**src/rtl/gcd_euclid_ctrl.sv**
```systemverilog
// rtl/gcd_euclid_ctrl.sv - Sequential Euclidean GCD controller driving an external modulo unit
`timescale 1ns/1ps

module gcd_euclid_ctrl #(
    parameter int SIZE   = 16,
    parameter int ITER_W = 8
) (
    input  logic              clk,
    input  logic              rst,
    input  logic              start,
    input  logic [SIZE-1:0]   a,
    input  logic [SIZE-1:0]   b,
    output logic              busy,
    output logic              done,
    output logic [SIZE-1:0]   gcd,
    output logic [ITER_W-1:0] iterations,
    output logic              mod_start,
    output logic [SIZE-1:0]   mod_divident,
    output logic [SIZE-1:0]   mod_divisor,
    input  logic              mod_done,
    input  logic [SIZE-1:0]   mod_remainder
);

    localparam logic [2:0] ST_IDLE   = 3'd0;
    localparam logic [2:0] ST_CHECK  = 3'd1;
    localparam logic [2:0] ST_ISSUE  = 3'd2;
    localparam logic [2:0] ST_WAIT   = 3'd3;
    localparam logic [2:0] ST_FINISH = 3'd4;

    localparam logic [ITER_W-1:0] ITER_MAX = '1;

    logic [2:0]        state_q, state_d;
    logic [SIZE-1:0]   x_q, x_d;
    logic [SIZE-1:0]   y_q, y_d;
    logic [ITER_W-1:0] iter_q, iter_d;

    // Next-state and datapath update: x/y only move on WAIT exit so the
    // modulo unit sees stable operands for the whole request.
    always_comb begin
        state_d = state_q;
        x_d     = x_q;
        y_d     = y_q;
        iter_d  = iter_q;
        case (state_q)
            ST_IDLE: begin
                if (start) begin
                    x_d     = a;
                    y_d     = b;
                    iter_d  = '0;
                    state_d = ST_CHECK;
                end
            end
            ST_CHECK: begin
                if (y_q == '0) begin
                    state_d = ST_FINISH;
                end else begin
                    state_d = ST_ISSUE;
                end
            end
            ST_ISSUE: begin
                state_d = ST_WAIT;
            end
            ST_WAIT: begin
                if (mod_done) begin
                    x_d     = y_q;
                    y_d     = mod_remainder;
                    iter_d  = (iter_q == ITER_MAX) ? iter_q : iter_q + 1'b1;
                    state_d = ST_CHECK;
                end
            end
            ST_FINISH: begin
                state_d = ST_IDLE;
            end
            default: begin
                state_d = ST_IDLE;
            end
        endcase
    end

    // State and operand registers with asynchronous reset.
    always_ff @(posedge clk or posedge rst) begin
        if (rst) begin
            state_q <= ST_IDLE;
            x_q     <= '0;
            y_q     <= '0;
            iter_q  <= '0;
        end else begin
            state_q <= state_d;
            x_q     <= x_d;
            y_q     <= y_d;
            iter_q  <= iter_d;
        end
    end

    // Status and strobes decoded straight from the state register.
    always_comb begin
        busy         = (state_q != ST_IDLE);
        done         = (state_q == ST_FINISH);
        mod_start    = (state_q == ST_ISSUE);
        gcd          = x_q;
        iterations   = iter_q;
        mod_divident = x_q;
        mod_divisor  = y_q;
    end

endmodule
```
**config.mk**
```make
export PLATFORM = sky130hd
export DESIGN_NAME = gcd_euclid_ctrl
export DESIGN_NICKNAME = d
export VERILOG_FILES = /design/src/rtl/gcd_euclid_ctrl.sv
export SDC_FILE = /design/constraint.sdc
export NUM_CORES = 1
export LEC_CHECK = 0
export ABC_AREA = 1
export BUFFER_PORTS_ARGS = -buffer_cell sky130_fd_sc_hd__buf_2
export CELL_PAD_IN_SITES_DETAIL_PLACEMENT = 2
export CELL_PAD_IN_SITES_GLOBAL_PLACEMENT = 2
export CORE_ASPECT_RATIO = 1.75
export CORE_UTILIZATION = 26
export DETAILED_ROUTE_END_ITERATION = 10
export GPL_ROUTABILITY_DRIVEN = 0
export PLACE_DENSITY_LB_ADDON = 0.1
export REMOVE_ABC_BUFFERS = 1
export SKIP_LAST_GASP = 1
export SLEW_MARGIN = 10
export SYNTH_ARGS = -nofsm -noshare
export SYNTH_HDL_FRONTEND = slang
export SYNTH_SLANG_ARGS = --single-unit
```
**constraint.sdc**
```tcl
create_clock -name clk -period 2.8 [get_ports clk]
set_input_delay 0.14 -clock clk [delete_from_list [all_inputs] [get_ports clk]]
set_output_delay 0.14 -clock clk [all_outputs]
set_load 0.02 [all_outputs]
```
After elaboration in Yosys (flattened, before gate mapping) --
Index checks and enable logic that the tools add are counted.
Storage, ports and cells: register bits after elaboration 43, bits in latches 0, bits in writable memories 0, ROM bits 0, input port bits 52, output and inout bits 59, word-level logic and storage cells 34, memories 0
Operators by class: add/subtract/negate cells 1, $mul 0, divide/modulo/power cells 0, order comparisons 0, equality and inequality tests 8, shifts and indexed selects 0, mux-type cells 14, bitwise operators 0, reduce and logical (&&, ||, !) cells 7
Operators by type and width (count):
- two-way mux 16 bit | 4
- one-hot mux 16 bit (2 select lines) | 2
- two-way mux 8 bit | 3
- logical NOT 16 bit | 1
- one-hot mux 8 bit (2 select lines) | 1
- one-hot mux 3 bit (4 select lines) | 1
- two-way mux 3 bit | 3
- adder 8 x 1 -> 8 bit, second input constant | 1
- equality test 8 bit, second input constant | 1
- equality test 3 x 2 -> 1 bit, second input constant | 2
- != test 2 bit, second input constant | 3
- AND reduction 4 bit | 1
- equality test 3 x 1 -> 1 bit, second input constant | 1
- equality test 3 bit, second input constant | 1
- logical NOT 3 bit | 1
- AND reduction 3 bit | 1
- nonzero test 3 bit | 1
- AND reduction 2 bit | 1
- nonzero test 2 bit | 1

Depth between registers and ports, before layout --
Gate-level depths: netlist of the first run.
depth after elaboration 4, mapped depth 9, depth with buffers taken out 8

Least setup slack after synthesis of the first run --
Ideal clock, no wire load.
path kind flip-flop to flip-flop, start point reg iter_q[0] (netlist: iterations[0]), end point reg iter_q[0] (netlist: iterations[0]), data arrival time 1.403 ns, data required time 2.734 ns, path slack 1.331 ns, stages on the path, launching flop included 9, buffers on the path 0, period minus slack after synthesis 1.469 ns, cell sequence dfrtp_1 -> ha_1 -> nand2_1 -> nor2_1 -> nand3_1 -> nand2_1 -> nor2_1 -> nand2_1 -> nand2_1
On the way: cells in the longest elaborated chain, start to end 4
Ends and longest elaborated chain:
- start: declaration | line 35 | logic [ITER_W-1:0] iter_q, iter_d;
- start signal: assignment | line 91 | iter_q <= iter_d;
- adder 8 x 1 -> 8 bit | line 67 | iter_d = (iter_q == ITER_MAX) ? iter_q : iter_q + 1'b1;
- two-way mux 8 bit | line 67
- two-way mux 8 bit | line 64 | if (mod_done) begin
- one-hot mux 8 bit (2 select lines) | line 44 | case (state_q)
Parallel ways exist; a longest one is shown, timed or not. The select of a mux whose other input is x is not followed. A chain may end at the register's enable or synchronous reset.

Worst setup path after layout of the first run --
start point reg state_q[0], end point reg y_q[0] (netlist: mod_divisor[0])
On the way: cells in the longest elaborated chain, start to end 3
Ends and longest elaborated chain:
- start: declaration | line 32 | logic [2:0] state_q, state_d;
- start signal: assignment | line 88 | state_q <= state_d;
- equality test 3 x 2 -> 1 bit / logical NOT 3 bit (equally long branches) | line 44
- != test 2 bit (no source line) / nonzero test 2 bit (equally long branches)
- AND reduction 3 bit (no source line)
- end signal: assignment | line 90 | y_q <= y_d;
- end: declaration | line 34 | logic [SIZE-1:0] y_q, y_d;
Parallel ways exist; a longest one is shown, timed or not.

==> results of run 1 <==
[power groups by stage]
stage	clock (mW)	combinational, mW	sequential [mW]
after detailed placement	0	2.28	1.10
after floorplan	0	1.03	1.47
after global routing	0.631	2.52	1.12
final	0.593	2.22	1.08
after CTS	0.612	2.29	1.10
after global placement	0	2.22	1.09
[state kept, by name, summed over array words and instances, names as in the netlist]
register	flops
gcd	16
mod_divisor	16
iterations	8
state_q	3
[per-layer routing]
layer | vias to the layer above | share of wire (%) | global-route usage (%)
li1 | 1241 | - | -
met1 | 1238 | 35 | 18.0
met2 | 63 | 59 | 37.3
met3 | 7 | 3.9 | 3.30
met4 | 0 | 1.2 | 5.23
met5 | - | 0 | 0
[cells by family after synthesis]
| group | share of synthesized area, % |
|---|---|
| compound gates | 8.06 |
| flops | 43.9 |
| buf+inv | 13.0 |
| fa+ha+maj | 0.510 |
| simple gates | 34.6 |
[placed cells by master (no fill, tap or decap), drive strengths merged]
| master | count |
|---|---|
| nor3b | 1 |
| o21ai | 34 |
| a21oi | 1 |
| inv | 32 |
| nand4 | 2 |
| o21a | 1 |
| dfrtp | 43 |
| nand3 | 9 |
| nor2 | 24 |
| clkinv | 1 |
| nor3 | 3 |
| nand2 | 174 |
| ha | 1 |
| clkbuf | 6 |
| buf | 112 |
[stage by stage]
step	power (mW)	instances
after global placement	3.31	557
final	3.89	564
after CTS	4.00	564
after floorplan	2.51	325
after detailed placement	3.39	557
after global routing	4.28	564
[worst max-delay path by stage]
stage,endpoint,slack [ps],cells after the start
2_1_floorplan,mod_divisor[0]$_DFFE_PP0P_,580,7
5_1_grt,mod_divisor[2]$_DFFE_PP0P_,470,7
6_report,mod_divisor[0]$_DFFE_PP0P_,730,7
4_1_cts,mod_divisor[0]$_DFFE_PP0P_,690,7
3_3_place_gp,mod_divisor[15]$_DFFE_PP0P_,810,7
3_5_place_dp,mod_divisor[0]$_DFFE_PP0P_,700,7
[worst max-delay path: stages, from the launching register on]
cell and delay, ps:
dfrtp_1 450, nor2_1 150, nand2_1 90, nand2_2 120, nand3_4 210, inv_2 680, nand2_1 170, o21ai_2 110
[layout make-up]
class                           instances  area (um^2)
Sequential cell                        43         1080
Multi-Input combinational cell        250         1060
Clock inverter                          1         5.00
Inverter                               32          120
Fill cell                            1178         5980
Timing Repair Buffer                  112          566
Tap cell                              120          150
Clock buffer                            6          139
==> metrics.cfg, run 1 <==
[sta]
hold_ws_ps=72.4
fin_crit_ps=2070
worst_slew_pin_slew_ps=958
grt_setup_unrepaired=no
finClkSkew_ps=3.55
hold_viol_final=0
tns_ps=0
finalMaxSlewViolations=0
setup_viol=0
final.setup.worst_slack_ps=729
relSlewSlack_pct=36.0
post-route-period-util_pct=74.0
max_freq_ghz=0.483

[yosys]
synth_area_leaders=dfrtp_1 (44%), nand2_1 (26%), buf_4 (4.9%)
synth_flop_cell=dfrtp_1
synth_top_area_share_pct=43.9
synth_seq_cells=43
synth_largest_area_cell=dfrtp_1
ys_seq_area_share_pct=43.9
syn_area_um2=2450
syn_inst=354
synthMostInstantiatedCell=nand2_1
ys_async_sr_fraction_pct=100
synthTopCellsByCount=nand2_1 (172), dfrtp_1 (43), inv_1 (30), nor2_1 (23), o21ai_0 (18)
synth_warnings=0
yosysUniqueCellTypes=23
synth.avg_cell_area_um2=6.93
synth_edf_count=0

[run_status]
status=complete, no violations

[clock_network]
clkSlewWorstSetupHoldPaths_ps=60
clk_path_buf_depth=2
cts_root_buf=clkbuf_16
hold_buffers=0
cts.repair.resized=0
clk_latency_ps=290
numCtsBuffers=5
cts_max_level=2
cts_sinks=43
cts_tree=built
post_cts_buffers=0

[final_layout]
fin_nets=497
area_growth_pct=27.0
diodes=0
final_core_util_pct=34.2
final_area_um2=3110
drive_above_1_share_pct=29.5

[global_route]
first_global_vias=2759
antenna_found_initial=0
overflow=0
grt_pass1_wl_um=13300
grt_max_degree=53
grt_usage_pct=18.4

[critical_path]
path_class=flip-flop to flip-flop
r2r-start=state_q[0]$_DFFE_PP0P_
crit_required_ps=3000
start_kind=flip-flop
crit_fanout=48
arrival_ps=2270
ff2ff_setup_slack_ps=730
crit_path_end_kind=flip-flop
rr_worst_depth=7
timing.rr.end=mod_divisor[0]$_DFFE_PP0P_
startpoint=state_q[0]$_DFFE_PP0P_

[placement]
dpl_cell_area_um2=2970
port_buffers=110
dp_hpwl_um=6250
post-place-ws_ps=703

[pwr]
switching_share_pct=51.9
power_leakage_nw=1.82
p_switching_mw=2.02
p_seq_share_pct=27.8
pwr-share-clk_pct=15.2
peakVddDrop_uv=444
intPower_mw=1.87
p_comb_share_pct=57.0
power.density_nw_per_um2=1250

[route]
ant_nets=0
dr.pass1.iters=3
routed-via-count=2549
wl_per_cell_um=14.7
drc_errors=0
viasPerCell=4.52
drtIter0Drc=67
drt_wl_total_um=8300

[run]
maxCapViolations=0

[min_path]
hold_class=input pin to asynchronous set/reset pin

[floorplanning]
die-area_um2=9840
die_x_um=75.4
die_h_um=130
num_rows=46
initial_core_util_pct=27.0
ios=111
core_area_um2=9090

Note: power is estimated with default switching activity, not from simulation.
==> run 2, diff against run 1 <==
- CORE_UTILIZATION: 26 -> 24
- clock period: 2.8 -> 2.1 ns (I/O delays scaled with it)
==> run 2 against run 1 <==
  * Flip-flop and latch count unchanged
  * Sequential power increased by 32%
  * Non-clock buffer count rose by 7
  * Sequential share of layout area fell by 0.80 points
  * First-iteration DRC count shrank 37%
  * Clock skew increased by 1.5 ps
  * Die area increased by 8.2%
  * Critical path type unchanged
  * Largest cell class unchanged
==> metrics.cfg, run 2 (synthesis gave the netlist of run 1 again) <==
[sta]
hold_viol_final=0  ; unchanged
worst_slew_pin_slew_ps=581  ; -378 ps
setup_viol=0  ; unchanged
fin_crit_ps=1700  ; -376 ps
post-route-period-util_pct=80.7  ; +6.8 points
finClkSkew_ps=5.05  ; +1.50 ps
finalMaxSlewViolations=0  ; unchanged
grt_setup_unrepaired=no
relSlewSlack_pct=61.2  ; +25 points
max_freq_ghz=0.590  ; +22%

[clock_network]
numCtsBuffers=5  ; unchanged
cts_tree=built
cts_max_level=2  ; unchanged
cts_root_buf=clkbuf_16
clk_latency_ps=290  ; about the same
cts_sinks=43  ; unchanged
cts.repair.resized=0  ; unchanged
clk_path_buf_depth=2  ; unchanged
clkSlewWorstSetupHoldPaths_ps=60  ; about the same

[pwr]
switching_share_pct=51.2  ; -0.74 points
p_switching_mw=2.72  ; +35%
power_leakage_nw=1.85  ; +2.0%
pwr-share-clk_pct=14.7  ; -0.5 points
p_seq_share_pct=27.0  ; -0.8 points
p_comb_share_pct=58.3  ; +1.3 points
power_mw=5.32  ; +37%
peakVddDrop_uv=640  ; +44%
intPower_mw=2.60  ; +39%
power.density_nw_per_um2=1670  ; +33%

[route]
routed-via-count=2583  ; +1.3%
drt_wl_total_um=8200  ; -1.2%
ant_nets=0  ; unchanged
drtIter0Drc=42  ; -37%
wl_per_cell_um=14.2  ; -3.2%
drc_errors=0  ; unchanged
viasPerCell=4.48  ; -0.78%
dr.pass1.iters=4  ; +1

[final_layout]
fin_nets=504  ; +1.4%
diodes=0  ; unchanged
drive_above_1_share_pct=30.4  ; +0.87 points
mostFrequentLayoutCell=nand2_1
final_core_util_pct=32.2  ; -2.1 points
stdcell_count=576  ; +2.1%
layout_common_cells=nand2_1 (172), buf_2 (110), dfrtp_1 (43)
final_area_um2=3190  ; +2.4%
area_growth_pct=30.0

[global_route]
grtUsageMet3_pct=2.49  ; -0.81 points
gr-usage-met1_pct=17.1  ; -0.88 points
grt_usage_pct=16.6  ; -1.8 points
grt_pass1_wl_um=13400  ; +0.67%
overflow=0  ; unchanged
antenna_found_initial=0  ; unchanged
first_global_vias=2709  ; -1.8%
grt_max_degree=49  ; -7.5%
met2_usage_pct=32.6  ; -4.7 points
busiest_layer=met2

[critical_path]
arrival_ps=1930  ; -340 ps
start_kind=flip-flop
startpoint=iterations[0]$_DFFE_PP0P_
r2r-start=iterations[0]$_DFFE_PP0P_
crit_required_ps=2330  ; -670 ps
crit_fanout=8  ; -83%
crit_path_end_kind=flip-flop
path_class=flip-flop to flip-flop

[floorplanning]
die_h_um=136  ; +4.0%
num_rows=48  ; +4.3%
ios=111  ; unchanged
initial_core_util_pct=24.7  ; -2.2 points
die_x_um=78.4  ; +4.0%
core_area_um2=9910  ; +9.0%
die-area_um2=10600  ; +8.2%

[placement]
dp.cells=568  ; +2.0%
port_buffers=110  ; unchanged
dpl_cell_area_um2=3030  ; +2.1%
dp_hpwl_um=6390  ; +2.3%

[min_path]
hold_class=input pin to flip-flop
worstHoldStart=mod_remainder[15]

[run]
maxCapViolations=0  ; unchanged

[run_status]
status=complete, no violations

==> run 2: per-stage QoR <==
step                      setup WS (ps)  hold slack [ps]  TNS, ps
after global routing                261              151        0
after CTS                           356              115        0
final                               405              123        0
after floorplan                    -118              313    -2720
after detailed placement            384              154        0
after global placement              438              148        0
==> run 2: routing by layer <==
metal,vias up,routed length [um]
met5,-,0
met4,0,150
met3,8,305
met2,65,4640
met1,1260,3100
li1,1250,-
==> run 2: what timing repair did <==
item                       CTS  global route
setup endpoints to repair    0             0
setup buffers                0             0
hold buffers                 1             0
hold endpoints to repair    18             0
==> run 2: worst max-delay path, stage by stage (launching register included) <==
cell and delay, ps:
dfrtp_1 420, ha_1 230, nand2_1 120, nor2_1 70
nand3_1 90, nand2_1 50, nor2_1 450, nand2_1 110
nand2_1 90
==> run 2: final cells by class <==
class	instances	area, um^2
flip-flops and latches	43	1080
inverters	32	120
fillers	1246	6720
multi-input cells	250	1060
clock inverters	1	5.00
clock buffers	6	139
repair buffers	119	633
well taps	125	156
==> run 2: final timing paths <==
check | endpoint | slack [ps] | cells past startpoint
worst min register to register | gcd[9]$_DFFE_PP0P_ | 510 | 2
min in group asynchronous | iterations[6]$_DFFE_PP0P_ | 380 | 3
worst max-delay path | iterations[6]$_DFFE_PP0P_ | 400 | 8
worst max register to register | iterations[6]$_DFFE_PP0P_ | 400 | 8
max in group asynchronous | mod_divisor[5]$_DFFE_PP0P_ | 1140 | 4
worst min-delay path | mod_divisor[15]$_DFFE_PP0P_ | 120 | 5
==> run 2: power groups by stage <==
stage	Clock, mW	Sequential [mW]	Combinational [mW]
final	0.785	1.43	3.10
after global routing	0.836	1.48	3.49
after CTS	0.810	1.45	3.22
after detailed placement	0	1.45	3.21
after global placement	0	1.44	3.12
after floorplan	0	1.97	1.38
==> run 3, diff against run 2 <==
- CORE_UTILIZATION: 24 -> 22
- clock period: 2.1 -> 1.5 ns (I/O delays scaled with it)
==> run 3 against run 2 <==
  * Non-clock buffer count increased by 11
  * Wire length increased by 4.8%
  * Cell area grew 6.4%
  * Total power is 50% higher
  * Highest routed layer unchanged
==> metrics.cfg, run 3 (synthesis gave the netlist of run 1 again) <==
[floorplanning]
die_x_um=81.8  ; +4.3%
die-area_um2=11600  ; +8.9%
num_rows=50  ; +4.2%
initial_core_util_pct=22.8  ; -2.0 points
core_area_um2=10800  ; +8.6%
die_h_um=142  ; +4.4%
ios=111  ; unchanged

[critical_path]
crit_path_end_kind=flip-flop
cp.depth=7  ; -1
r2r-start=state_q[0]$_DFFE_PP0P_
path_class=flip-flop to flip-flop
crit_fanout=52  ; +44
startpoint=state_q[0]$_DFFE_PP0P_
critPathTopFamily=flip-flops
timing.rr.end=iterations[4]$_DFFE_PP0P_
cp_slowest_stage_delay_ps=440  ; about the same
path_buf_inv=2  ; +2
arrival_ps=1600  ; -330 ps
start_kind=flip-flop
crit_path_top_delay_cell=dfrtp_2
rr_worst_depth=7  ; -1
cp-endpoint=iterations[4]$_DFFE_PP0P_
crit_required_ps=1680  ; -650 ps
ff2ff_setup_slack_ps=80  ; -320 ps
crit_path_cell_trace=buf_4 -> nand3_2 -> buf_12 -> nor2_1 -> o21a_1 -> nand2_2 -> nand2_1

[global_route]
first_global_vias=2718  ; +0.33%
busiest_layer=met2
grt_pass1_wl_um=13200  ; -1.2%
met2_usage_pct=29.2  ; -3.4 points
overflow=0  ; unchanged
gr-usage-met1_pct=16.5  ; -0.66 points
antenna_found_initial=0  ; unchanged
grt_max_degree=53  ; +8.2%
grt_usage_pct=15.4  ; -1.2 points
grtUsageMet3_pct=2.83  ; +0.34 points

[clock_network]
clkSlewWorstSetupHoldPaths_ps=60  ; about the same
cts_sinks=43  ; unchanged
clk_path_buf_depth=2  ; unchanged
numCtsBuffers=5  ; unchanged
cts_root_buf=clkbuf_16
cts_tree=built
clk_latency_ps=290  ; about the same
cts_max_level=2  ; unchanged

[sta]
relSlewSlack_pct=75.1  ; +14 points
setup_viol=0  ; unchanged
max_freq_ghz=0.705  ; +19%
post-route-period-util_pct=94.6  ; +14 points
tns_ps=0  ; unchanged
finalMaxSlewViolations=0  ; unchanged
grt_setup_unrepaired=yes
hold_viol_final=0  ; unchanged
finClkSkew_ps=3.74  ; -1.31 ps
worst_slew_pin_slew_ps=373  ; -207 ps
hold_ws_ps=94.7  ; -27.9 ps
fin_crit_ps=1420  ; -277 ps

[min_path]
hold_class=input pin to flip-flop
worstHoldStart=mod_remainder[1]

[placement]
port_buffers=110  ; unchanged
dp_hpwl_um=6520  ; +2.1%
dpl_cell_area_um2=3140  ; +3.5%

[route]
ant_nets=0  ; unchanged
drc_errors=0  ; unchanged
routed-via-count=2611  ; +1.1%
drt_wl_total_um=8600  ; +4.8%
viasPerCell=4.40  ; -1.8%
dr.pass1.iters=4  ; unchanged
drtIter0Drc=80  ; +90%
wl_per_cell_um=14.5  ; +1.8%

[run]
maxCapViolations=0  ; unchanged

[pwr]
power.density_nw_per_um2=2360  ; +41%
peakVddDrop_uv=1400  ; +120%
power_mw=8.00  ; +50%
power_leakage_nw=1.94  ; +4.4%

[final_layout]
area_growth_pct=38.3
nFillCells=1346  ; +8.0%
layout_common_cells=nand2_1 (167), buf_2 (110), dfrtp_1 (41)
diodes=0  ; unchanged
final_area_um2=3390  ; +6.4%
fin_nets=515  ; +2.2%
drive_above_1_share_pct=35.2  ; +4.8 points
mostFrequentLayoutCell=nand2_1

[run_status]
status=complete, no violations

-- run 3: cell types whose count changed in the layout (fill, tap and decap cells not counted), moves of 2 or more --
cell,previous run,this run
dfrtp_2,0,2
nor2_1,23,19
nand3_1,7,5
buf_12,1,3
nand2_2,2,6
nor2_2,1,4
dfrtp_1,43,41
nand3_2,1,3
nand2_1,172,167
buf_4,7,14
-- run 3: metrics by stage --
| step | setup slack [ps] | util [%] | std cells |
|---|---|---|---|
| 4_1_cts | 25.8 | 30.9 | 592 |
| 5_1_grt | -16.1 | 31.5 | 593 |
| 2_1_floorplan | -718 | - | 325 |
| 3_3_place_gp | -106 | 29.2 | 583 |
| 3_5_place_dp | -243 | 29.2 | 583 |
| 6_report | 81.2 | 31.5 | 593 |
-- run 3: where the power goes --
part	switching [mW]	leakage, nW	internal (mW)
clock	0.466	0.0772	0.710
sequential	0.357	0.544	1.66
combinational	3.16	1.31	1.65
-- run 3: final cells by class --
cell class | count | area [um^2] | share of cell area (%)
Clock buffer | 8 | 156 | 4.61
Inverter | 32 | 123 | 3.62
Multi-Input combinational cell | 250 | 1110 | 32.7
Sequential cell | 43 | 1080 | 31.8
Tap cell | 130 | 163 | 4.80
Timing Repair Buffer | 130 | 762 | 22.5
-- run 3: worst min path at each step --
stage,end,slack [ps],cells after the start
2_1_floorplan,mod_divisor[0]$_DFFE_PP0P_,280,4
3_3_place_gp,gcd[2]$_DFFE_PP0P_,80,2
3_5_place_dp,state_q[1]$_DFFE_PP0P_,80,2
4_1_cts,mod_divisor[15]$_DFFE_PP0P_,90,5
5_1_grt,mod_divisor[14]$_DFFE_PP0P_,110,5
6_report,mod_divisor[1]$_DFFE_PP0P_,90,5
-- run 3: worst reg2reg max path, stage by stage (launching register included) --
cell and delay (ps):
dfrtp_2 440, buf_4 150, nand3_2 120, buf_12 230, nor2_1 140, o21a_1 120
nand2_2 70, nand2_1 50
-- run 3: what timing repair did --
| item | 4_1_cts | 5_1_grt |
|---|---|---|
| pin swaps | 0 | 2 |
| setup buffers | 0 | 0 |
| cloned | 0 | 1 |
| endpoints found under the setup margin | 9 | 40 |
| hold endpoints to repair | 15 | 0 |
| resized for setup | 4 | 15 |
| hold buffers | 1 | 0 |
-- run 3: metal layers --
metal / routed length, um / up-vias
met3: 372 / 6
met2: 4860 / 68
li1: - / 1274
met1: 3250 / 1263
met5: 0 / -
met4: 108 / 0
